**config.mk**
```make
export PLATFORM = sky130hd
export DESIGN_NAME = bcd_to_binary_seq
export DESIGN_NICKNAME = d
export VERILOG_FILES = /design/src/rtl/bcd_to_binary_seq.sv
export SDC_FILE = /design/constraint.sdc
export NUM_CORES = 1
export LEC_CHECK = 0
export CORE_MARGIN = 5
export CORE_UTILIZATION = 55
export DETAILED_ROUTE_END_ITERATION = 7
export MAX_ROUTING_LAYER = met4
export PLACE_DENSITY = 0.84
export SETUP_SLACK_MARGIN = 0.05
export SLEW_MARGIN = 20
export SYNTH_ARGS = -nofsm -noshare
export SYNTH_HDL_FRONTEND = slang
export SYNTH_SLANG_ARGS = --single-unit
```
**constraint.sdc**
```tcl
create_clock -name clk -period 4 [get_ports clk]
set_input_delay 1.2 -clock clk [delete_from_list [all_inputs] [get_ports clk]]
set_output_delay 1.2 -clock clk [all_outputs]
set_load 0.05 [all_outputs]
```
**src/rtl/bcd_to_binary_seq.sv**
```systemverilog
// Sequential packed-BCD to unsigned binary converter, one digit per clock, MSD first.
// Optional digit validity checking is enabled by defining BCD2BIN_DIGIT_CHECK_EN.
module bcd_to_binary_seq #(
  parameter int DIGITS = 2,
  parameter int BW     = 7
) (
  input  logic                  clk,
  input  logic                  reset,
  input  logic                  start,
  input  logic [4*DIGITS-1:0]   bcd,
  output logic                  busy,
  output logic                  done,
  output logic [BW-1:0]         bin,
  output logic                  err
);

  localparam int W  = 4 * DIGITS;
  localparam int CW = 4;

  typedef enum logic {
    IDLE = 1'b0,
    CONV = 1'b1
  } state_t;

  state_t          state_q, state_d;
  logic [W-1:0]    shift_q, shift_d;
  logic [BW-1:0]   acc_q, acc_d;
  logic [BW-1:0]   acc_next;
  logic [CW-1:0]   count_q, count_d;
  logic            busy_q, busy_d;
  logic            done_q, done_d;
  logic            err_q, err_d;
  logic [BW-1:0]   bin_q, bin_d;
  logic [3:0]      digit;

`ifdef BCD2BIN_DIGIT_CHECK_EN
  logic            inv_q, inv_d;
  logic            inv_final;

  function automatic logic digit_invalid(input logic [3:0] d);
    return d[3] & (d[2] | d[1]);
  endfunction
`endif

  // Next-state logic: acc*10 is formed as (acc<<3)+(acc<<1), modulo 2^BW
  always_comb begin
    digit    = shift_q[W-1 -: 4];
    acc_next = (acc_q << 3) + (acc_q << 1) + BW'(digit);
    state_d  = state_q;
    shift_d  = shift_q;
    acc_d    = acc_q;
    count_d  = count_q;
    busy_d   = busy_q;
    done_d   = 1'b0;
    err_d    = err_q;
    bin_d    = bin_q;
`ifdef BCD2BIN_DIGIT_CHECK_EN
    inv_d     = inv_q;
    inv_final = inv_q | digit_invalid(digit);
`endif
    case (state_q)
      IDLE: begin
        if (start) begin
          shift_d = bcd;
          acc_d   = '0;
          count_d = '0;
          busy_d  = 1'b1;
          state_d = CONV;
`ifdef BCD2BIN_DIGIT_CHECK_EN
          inv_d   = 1'b0;
`endif
        end else begin
          state_d = IDLE;
        end
      end
      CONV: begin
        acc_d   = acc_next;
        shift_d = shift_q << 4;
        count_d = count_q + 4'd1;
`ifdef BCD2BIN_DIGIT_CHECK_EN
        inv_d   = inv_final;
`endif
        if (count_q == CW'(DIGITS - 1)) begin
          done_d  = 1'b1;
          busy_d  = 1'b0;
          state_d = IDLE;
`ifdef BCD2BIN_DIGIT_CHECK_EN
          err_d   = inv_final;
          bin_d   = inv_final ? '0 : acc_next;
`else
          err_d   = 1'b0;
          bin_d   = acc_next;
`endif
        end else begin
          state_d = CONV;
        end
      end
      default: begin
        state_d = IDLE;
        busy_d  = 1'b0;
      end
    endcase
  end

  // State and registered outputs
  always_ff @(posedge clk or posedge reset) begin
    if (reset) begin
      state_q <= IDLE;
      shift_q <= '0;
      acc_q   <= '0;
      count_q <= '0;
      busy_q  <= 1'b0;
      done_q  <= 1'b0;
      err_q   <= 1'b0;
      bin_q   <= '0;
`ifdef BCD2BIN_DIGIT_CHECK_EN
      inv_q   <= 1'b0;
`endif
    end else begin
      state_q <= state_d;
      shift_q <= shift_d;
      acc_q   <= acc_d;
      count_q <= count_d;
      busy_q  <= busy_d;
      done_q  <= done_d;
      err_q   <= err_d;
      bin_q   <= bin_d;
`ifdef BCD2BIN_DIGIT_CHECK_EN
      inv_q   <= inv_d;
`endif
    end
  end

  assign busy = busy_q;
  assign done = done_q;
  assign bin  = bin_q;
  assign err  = err_q;

endmodule

```
# --- Word level (Yosys, flattened, before mapping) ---
# Cells that the tools add are included.
op_classes:
  n_eq_ne: 3
  add_sub_neg: 3
  bitwise: 1
  n_mux: 14
  n_reduce_logical: 2
op_table:
  columns: ["cell", "count"]
  rows:
  - ["one-hot mux 8 bit (2 select lines)", 1]
  - ["one-hot mux 6 bit (2 select lines)", 1]
  - ["two-way mux 8 bit", 1]
  - ["one-hot mux 4 bit (2 select lines)", 1]
  - ["adder 7 x 4 -> 7 bit", 1]
  - ["adder 7 bit", 1]
  - ["two-way mux 1 bit", 6]
  - ["two-way mux 6 bit", 1]
  - ["adder 4 x 1 -> 4 bit (second input constant)", 1]
  - ["equality test 4 x 1 -> 1 bit (second input constant)", 1]
  - ["two-way mux 4 bit", 1]
  - ["one-hot mux 1 bit (2 select lines)", 2]
  - ["AND reduction 2 bit", 2]
  - ["!= test 2 x 1 -> 1 bit (second input constant)", 1]
  - ["!= test 2 bit (second input constant)", 1]
  - ["NOT 1 bit", 1]
word_totals:
  output_inout_bits: 10
  input_bits: 11
  word_cells: 30
  ff_bits: 28

# --- Longest topological paths before layout ---
# Gate-level depths: netlist (run 1).
logic_depth:
  word_depth: 3
  depth_mapped: 7
  mapped_depth_nobuf: 7

# --- Worst setup path after synthesis (run 1) ---
# Ideal clock, no wire load.
synth_timing:
  kind: "input port to flip-flop"
  startpoint: "input port start"
  endpoint: "register shift_q[0]"
  t_arrival_ps: 1818
  path_buffers: 2
  setup_ps: 132
  slack_ps: 2050
  required_ps: 3868
  stages: 4
  path_cell_list: "buf_2 -> buf_2 -> mux2i_1 -> nor2_1"
synth_via:
  elab_chain_len: 1
synth_rtl:
  columns: ["element", "line_no", "text"]
  rows:
  - ["from (decl)", "9", "input logic start,"]
  - ["!= test 2 bit (no line)", null, null]
  - ["to (signal assigned)", "121", "shift_q <= shift_d;"]
  - ["to (decl)", "26", "logic [W-1:0] shift_q, shift_d;"]
# No other way between the ends.
# A chain may end at the register's enable or synchronous reset.

# --- Worst setup path after layout (run 1) ---
layout_timing:
  startpoint: "register bin_q[3], in the netlist bin[3]"
  endpoint: "output port bin[3]"
layout_rtl:
  columns: ["element", "line_no", "text"]
  rows:
  - ["from (decl)", "33", "logic [BW-1:0] bin_q, bin_d;"]
  - ["from (signal assigned)", "127", "bin_q <= bin_d;"]
  - ["to (decl)", "13", "output logic [BW-1:0] bin,"]
# No word-level cell between the ends.

==> results of run 1 <==
-- worst min-delay path, cell delays in order (launching register included) --
cell	delay (ns)
dfrtp_1	0.37
nand2_1	0.05
o21ai_0	0.06
-- metal layers --
layer | part of all wire (%) | GRT usage [%]
met1 | 46 | 19.81
met2 | 47 | 26.89
met3 | 4.8 | 3.145
met4 | 2.1 | 8.485
met5 | 0 | -
-- cell families after synthesis --
group,synth area share (%)
xor+xnor,2.155
buf+inv,6.723
mux,10.43
other cells,0.2584
compound gates,10.69
flops,48.28
simple gates,10.09
fa+ha+maj,11.38
-- worst max-delay path by stage --
stage	startpoint	end	slack, ns
CTS	bin[5]	bin[5]	1.27
detailed placement	start	count_q[3]	1.23
finish	bin[3]	bin[3]	1.27
floorplan	start	shift_q[0]	2.05
global placement	start	count_q[2]	1.28
global route	bin[0]	bin[0]	1.22
-- flip-flops by register name, summed over array words and instances (netlist names) --
register,cells
state_q,1
shift_q,8
count_q,4
busy,1
bin,7
done,1
acc_q,6
-- cell usage in the layout (no fill, tap or decap), types with 2 or more instances in the layout --
cell type and instances:
ha_1 10, mux2_4 4, o21ai_0 10, nor2_1 7, mux2i_1 8, o2111ai_1 2, clkdlybuf4s50_1 19, clkbuf_4 3
o31ai_1 2, dfrtp_1 28, inv_1 11, nand2_1 17, nor2b_1 2, o22ai_1 2, a21oi_1 4, nand3_1 3
nand2b_1 2, fa_1 2
-- layout make-up --
cell class	instances	area share, %
flip-flops and latches	28	42.14
repair buffers	19	11.44
multi-input cells	85	39.28
inverters	12	2.709
well taps	30	2.257
clock buffers	4	2.182
-- where the power goes --
group          switching (mW)  total (mW)  internal [mW]
combinational           0.374       0.654          0.280
sequential             0.0914       0.479          0.387
clock                  0.0843       0.140         0.0559
total                   0.550        1.27          0.723
==> results.yml, run 1 <==
timing:
  setup_ws_ns: 1.270
  timing.setup.tns_ns: 0
  worst_clock_skew_ns: 0.004796
  period_minus_slack_ns: 2.730
  maxSlewHeadroom_pct: 45.46
  finalHoldViolCount: 0
  drv_slew: 0
  tightest_slew_ns: 0.8181
  grt_setup_unrepaired: "no"
  timing.fmax_ghz: 0.3662
  whs_ns: 0.4971
  setup_violations: 0
  fin_crit_sh_pct: 68.26
detailed_routing:
  first_pass_iters: 4
  routed-via-count: 971
  drt_iter0_markers: 34
  antenna_left: 0
  post_drt_via_cell_ratio: 5.455
  drcViolationCount: 0
  wirelength_mm: 2.480
  wl_per_cell_um: 13.93
place:
  dpl.hpwl_mm: 1.852
  dp_slack_ns: 1.230
  port_buffers: 19
  place_inst: 174
  dpl-instance-area_sq_mm: 0.001627
  routabilityCongestion: 0.7833
power_and_ir_drop:
  power.total_mw: 1.273
  power_density_mw_per_mm2: 765.4
  leakagePower_nw: 0.8002
  vdd.ir_drop.worst_mv: 0.5010
clock_tree:
  post_cts_resized: 0
  postCtsHoldBufs: 0
  cts_tree: "yes"
  numClockSinks: 28
  post_cts_buffers: 0
  cts_htree_levels: 1
  clockRootBuffer: "clkbuf_4"
  cts_made_buffers: 3
  path_clk_slew_ns: 0.15
  clk_path_buf_depth: 2
  clock_latency_ns: 0.34
global_route:
  grt_pass1_wl_mm: 4.402
  grt-ovfl-total: 0
  antenna_found_initial: 0
  grt_use_total_pct: 16.64
  grt_max_degree: 29
  grt_pass1_vias: 1030
cells_and_area:
  utilization_pct: 66.52
  drive_gt1_share_pct: 7.432
  multi_input_comb_area_sq_um: 653.1
  area_growth_pct: 14.57
  num-fill-cells: 191
  layout.area.seq_sq_um: 700.7
  num_antenna_cells: 0
  fin_nets: 172
  fin_area_sq_mm: 0.001663
  instances_no_fill: 178
critical_path:
  path_depth: 1
  cp.arrival_ns: 1.53
  cp.required_ns: 2.80
  r2r-end: "bin[4]"
  worstPathMaxFanout: 2
  crit_buf_inv: 1
  critPathLaunchType: "flop"
  r2r-start: "acc_q[0]"
  reg2regPathDepth: 6
  critPathCaptureType: "output pin"
  max_stage_delay_ns: 0.81
  worstPathCellList: "clkdlybuf4s50_1"
  crit_slowest_cell: "clkdlybuf4s50_1"
  path_delay_family: "buffers and inverters"
  reg2reg_slack_ns: 1.94
  criticalPathCategory: "reg2out"
logic_synthesis:
  yosysSeqAreaShare_pct: 48.28
  yosysTopAreaCellShare_pct: 48.28
  ys.flop_type: "dfrtp_1"
  syn-instance-count: 132
  async_flop_share_pct: 100.0
  ys_ff_latch: 28
  yosysTopAreaCell: "dfrtp_1"
  synth_cell_type_count: 31
  netlist_area_sq_mm: 0.001451
  synth_edf_count: 0
  yosysMostFrequentCell: "dfrtp_1"
  synth_common_cells: "28 x dfrtp_1, 17 x nand2_1, 12 x inv_1, 10 x ha_1, 10 x o21ai_0"
  synth.area.top_cells: "dfrtp_1 48%, ha_1 8.6%, mux2i_1 5.5%"
  avgSynthCellArea_sq_um: 11.00
  synthesis.nets: 155
  yosysWarnings: 0
hold_path:
  worstHoldEndpoint: "shift_q[6]"
  hold_start: "shift_q[2]"
  holdCritPathClass: "reg2reg"
  holdPathStages: 2
floorplanning:
  fp.dieArea_sq_mm: 0.003766
  floorplan.rows: 18
  initial_core_util_pct: 58.06
  ios: 21
  die_x_um: 61.37
  die_y_um: 61.37
  core_sq_mm: 0.002500
run:
  cap_violations: 0
run_status:
  status: "finished, final reports clean"
No activity file was read; power rests on OpenSTA's default activity.
==> run 2: changes to the inputs <==
- CORE_UTILIZATION: 55 -> 53
- PLACE_DENSITY: 0.84 -> 0.81
- clock period: 4 -> 2.8 ns (I/O delays scaled with it)
==> results.yml, run 2 (synthesis results as in run 1) <==
critical_path:
  criticalPathCategory: "reg2out"
  worstPathCellList: "clkdlybuf4s50_1"
  crit_buf_inv: 1
  crit_slowest_cell: "clkdlybuf4s50_1"
  worstPathMaxFanout: 2
  r2r-start: "acc_q[0]"
  path_delay_family: "buffers and inverters"
  critPathLaunchType: "flop"
  cp.required_ns: 1.96
  crit_start: "busy"
  max_stage_delay_ns: 0.81
  critPathCaptureType: "output pin"
  cp.arrival_ns: 1.53
detailed_routing:
  antenna_left: 0
  routed-via-count: 971
  wl_per_cell_um: 13.66
  post_drt_via_cell_ratio: 5.335
  drcViolationCount: 0
  first_pass_iters: 4
  drt_iter0_markers: 17
  wirelength_mm: 2.487
global_route:
  antenna_found_initial: 0
  grt_pass1_vias: 1046
  grt_busiest_layer: "met2"
  grt-ovfl-total: 0
  grt_use_met2_pct: 24.35
  globalRouteMet3Util_pct: 2.523
  grt_pass1_wl_mm: 4.540
  met1_usage_pct: 17.29
  grt_use_total_pct: 14.49
  grt_max_degree: 29
clock_tree:
  post_cts_buffers: 0
  cts_tree: "yes"
  cts_htree_levels: 1
  cts_made_buffers: 3
  path_clk_slew_ns: 0.14
  numClockSinks: 28
  clockRootBuffer: "clkbuf_4"
  clk_path_buf_depth: 2
  post_cts_resized: 0
  postCtsHoldBufs: 0
  clock_latency_ns: 0.34
hold_path:
  hold_start: "shift_q[0]"
  holdCritPathClass: "reg2reg"
timing:
  timing.fmax_ghz: 0.4220
  finalHoldViolCount: 0
  fin_crit_sh_pct: 84.64
  timing.setup.tns_ns: 0
  setup_ws_ns: 0.4301
  whs_ns: 0.5058
  grt_setup_unrepaired: "no"
  worst_clock_skew_ns: 0.003242
  drv_slew: 0
  setup_violations: 0
  period_minus_slack_ns: 2.370
  maxSlewHeadroom_pct: 66.87
  tightest_slew_ns: 0.4955
power_and_ir_drop:
  vdd.ir_drop.worst_mv: 0.7110
  power.total_mw: 1.888
  leakagePower_nw: 0.8223
  power_density_mw_per_mm2: 1109
cells_and_area:
  drive_gt1_share_pct: 8.609
  mostFrequentLayoutCell: "dfrtp_1"
  num_antenna_cells: 0
  regMostFlops: "shift_q"
  num-fill-cells: 220
  area_growth_pct: 17.33
  instances_no_fill: 182
  multi_input_comb_area_sq_um: 653.1
  largest_reg_flops: 8
  utilization_pct: 63.39
  fin_area_sq_mm: 0.001703
  fin_nets: 175
  layout_common_cells: "28 x dfrtp_1, 19 x clkdlybuf4s50_1, 17 x nand2_1"
  layout.area.seq_sq_um: 700.7
floorplanning:
  floorplan.rows: 19
  ios: 21
  die_y_um: 62.33
  fp.dieArea_sq_mm: 0.003885
  die_x_um: 62.33
  core_sq_mm: 0.002686
  initial_core_util_pct: 54.03
place:
  routabilityCongestion: 0.8038
  dpl.hpwl_mm: 1.879
  dpl-instance-area_sq_mm: 0.001650
  port_buffers: 19
  dp_slack_ns: 0.7090
  place_inst: 178
run_status:
  status: "finished, final reports clean"
run:
  cap_violations: 0
-- run 2: worst min-delay path, stage by stage (launching register included) --
cell     delay, ns
dfrtp_1       0.38
nand2_1       0.05
o21ai_0       0.06
-- run 2: worst paths after layout --
| path | endpoint | slack (ns) | cells past startpoint |
|---|---|---|---|
| min reg2reg | shift_q[4] | 0.51 | 2 |
| max reg2reg | bin[4] | 0.75 | 6 |
| min in group asynchronous | busy | 0.84 | 3 |
| max | busy | 0.43 | 1 |
| min | shift_q[4] | 0.51 | 2 |
| max in group asynchronous | acc_q[5] | 1.70 | 3 |
-- run 2: metal layers --
layer / share of wire, % / up-vias / wire (um)
met4: 2.1 / 0 / 53
met2: 50 / 20 / 1242
li1: - / 481 / -
met3: 4.1 / 5 / 102
met5: 0 / - / 0
met1: 44 / 465 / 1089
-- run 2: power breakdown --
| part | total, mW | leakage, nW | switching, mW | internal (mW) |
|---|---|---|---|---|
| registers | 0.646 | 0.362 | 0.0916 | 0.554 |
| logic | 0.977 | 0.432 | 0.571 | 0.406 |
| clock network | 0.266 | 0.0279 | 0.121 | 0.145 |
-- run 2: area by class of cell --
class | instances | area share (%)
clock inverter | 1 | 1.763
tap | 31 | 2.278
sequential | 28 | 41.15
clock buffer | 3 | 1.323
multi-input combinational | 85 | 38.35
inverter | 12 | 2.645
timing repair buffer | 22 | 12.49
==> run 3: changes to the inputs <==
- CORE_UTILIZATION: 53 -> 48
- PLACE_DENSITY: 0.81 -> 0.78
- clock period: 2.8 -> 2.1 ns (I/O delays scaled with it)
==> results.yml, run 3 (synthesis results as in run 1) <==
critical_path:
  worstPathMaxFanout: 2
  reg2regPathDepth: 6
  critPathCaptureType: "flop"
  critPathLaunchType: "flop"
  cp.required_ns: 2.35
  cp.arrival_ns: 2.20
  r2r-start: "shift_q[7]"
  crit_start: "shift_q[7]"
  criticalPathCategory: "reg2reg"
clock_tree:
  path_clk_slew_ns: 0.16
  cts_made_buffers: 3
  numClockSinks: 28
  clk_path_buf_depth: 2
  cts_htree_levels: 1
  clockRootBuffer: "clkbuf_4"
  clock_latency_ns: 0.34
  cts_tree: "yes"
detailed_routing:
  drcViolationCount: 0
  antenna_left: 0
  wirelength_mm: 2.685
  drt_iter0_markers: 27
  post_drt_via_cell_ratio: 5.409
  wl_per_cell_um: 14.44
  first_pass_iters: 4
  routed-via-count: 1006
timing:
  fin_crit_sh_pct: 93.18
  worst_clock_skew_ns: 0.008712
  setup_violations: 0
  grt_setup_unrepaired: "yes"
  drv_slew: 0
  finalHoldViolCount: 0
  timing.setup.tns_ns: 0
  period_minus_slack_ns: 1.957
  whs_ns: 0.5070
  timing.fmax_ghz: 0.5111
floorplanning:
  ios: 21
  core_sq_mm: 0.002978
  die_x_um: 64.99
  die_y_um: 64.99
  initial_core_util_pct: 48.74
  floorplan.rows: 20
  fp.dieArea_sq_mm: 0.004224
run_status:
  status: "finished, final reports clean"
cells_and_area:
  regMostFlops: "shift_q"
  layout_common_cells: "28 x dfrtp_1, 17 x nand2_1, 14 x buf_4"
  largest_reg_flops: 8
  fin_area_sq_mm: 0.001704
  fin_nets: 177
  drive_gt1_share_pct: 16.99
  area_growth_pct: 17.41
  num_antenna_cells: 0
  instances_no_fill: 186
  mostFrequentLayoutCell: "dfrtp_1"
global_route:
  grt_pass1_wl_mm: 4.850
  grt-ovfl-total: 0
  grt_max_degree: 29
  antenna_found_initial: 0
  grt_pass1_vias: 1112
  grt_use_total_pct: 14.95
hold_path:
  holdPathStages: 2
  holdCritPathClass: "reg2reg"
  hold_start: "shift_q[0]"
place:
  routabilityCongestion: 0.7948
  place_inst: 181
  dpl.hpwl_mm: 2.016
  port_buffers: 19
  dpl-instance-area_sq_mm: 0.001638
power_and_ir_drop:
  vdd.ir_drop.worst_mv: 0.5897
  leakagePower_nw: 0.8442
  power_density_mw_per_mm2: 1488
  power.total_mw: 2.535
run:
  cap_violations: 0
[run 3: cell count changes in the layout (fill, tap and decap cells not counted), sizes merged]
cell,delta
buf,+11
clkdlybuf4s50,-9
[run 3: metal layers]
layer	global-route usage [%]	share of wire, %	vias up
li1	-	-	486
met1	16.70	42	490
met5	-	0	-
met4	5.013	1.5	0
met3	2.600	4.1	5
met2	26.82	53	25
[run 3: worst max-delay path, stage by stage, from the launching register on]
cell     delay, ns
dfrtp_1       0.37
inv_1         0.06
fa_1          0.53
inv_1         0.07
fa_2          0.41
xor2_1        0.17
mux2_2        0.26
[run 3: repair_timing]
action                                  in CTS  in global routing
resized for setup                            0                  2
buffers inserted                             1                  0
hold buffers                                 0                  0
endpoints found under the setup margin       1                  4
[run 3: path summary, 6_finish.rpt]
| check | endpoint | slack, ns |
|---|---|---|
| min in group asynchronous | shift_q[4] | 0.65 |
| max | bin[4] | 0.14 |
| max reg2reg | bin[4] | 0.14 |
| max in group asynchronous | bin[3] | 1.19 |
| min reg2reg | shift_q[4] | 0.51 |
| min | shift_q[4] | 0.51 |
[run 3: metrics by stage]
stage	setup WS [ns]	util, %
2_1_floorplan	0.1751	-
3_3_place_gp	0.1354	55.00
3_5_place_dp	0.05801	55.00
4_1_cts	0.06818	57.02
5_1_grt	0.01811	57.23
6_report	0.1433	57.23
[run 3: final cells by class]
type	instances	area, sq um
Clock buffer	3	22.52
Clock inverter	1	30.03
Fill cell	255	1274
Inverter	12	45.04
Multi-Input combinational cell	85	659.4
Sequential cell	28	700.7
Tap cell	33	41.29
Timing Repair Buffer	24	205.2
[run 3: report_power, final]
part	switching, mW	total, mW	internal, mW
clock	0.164	0.358	0.193
combinational	0.783	1.31	0.529
sequential	0.127	0.866	0.739
total	1.07	2.54	1.46
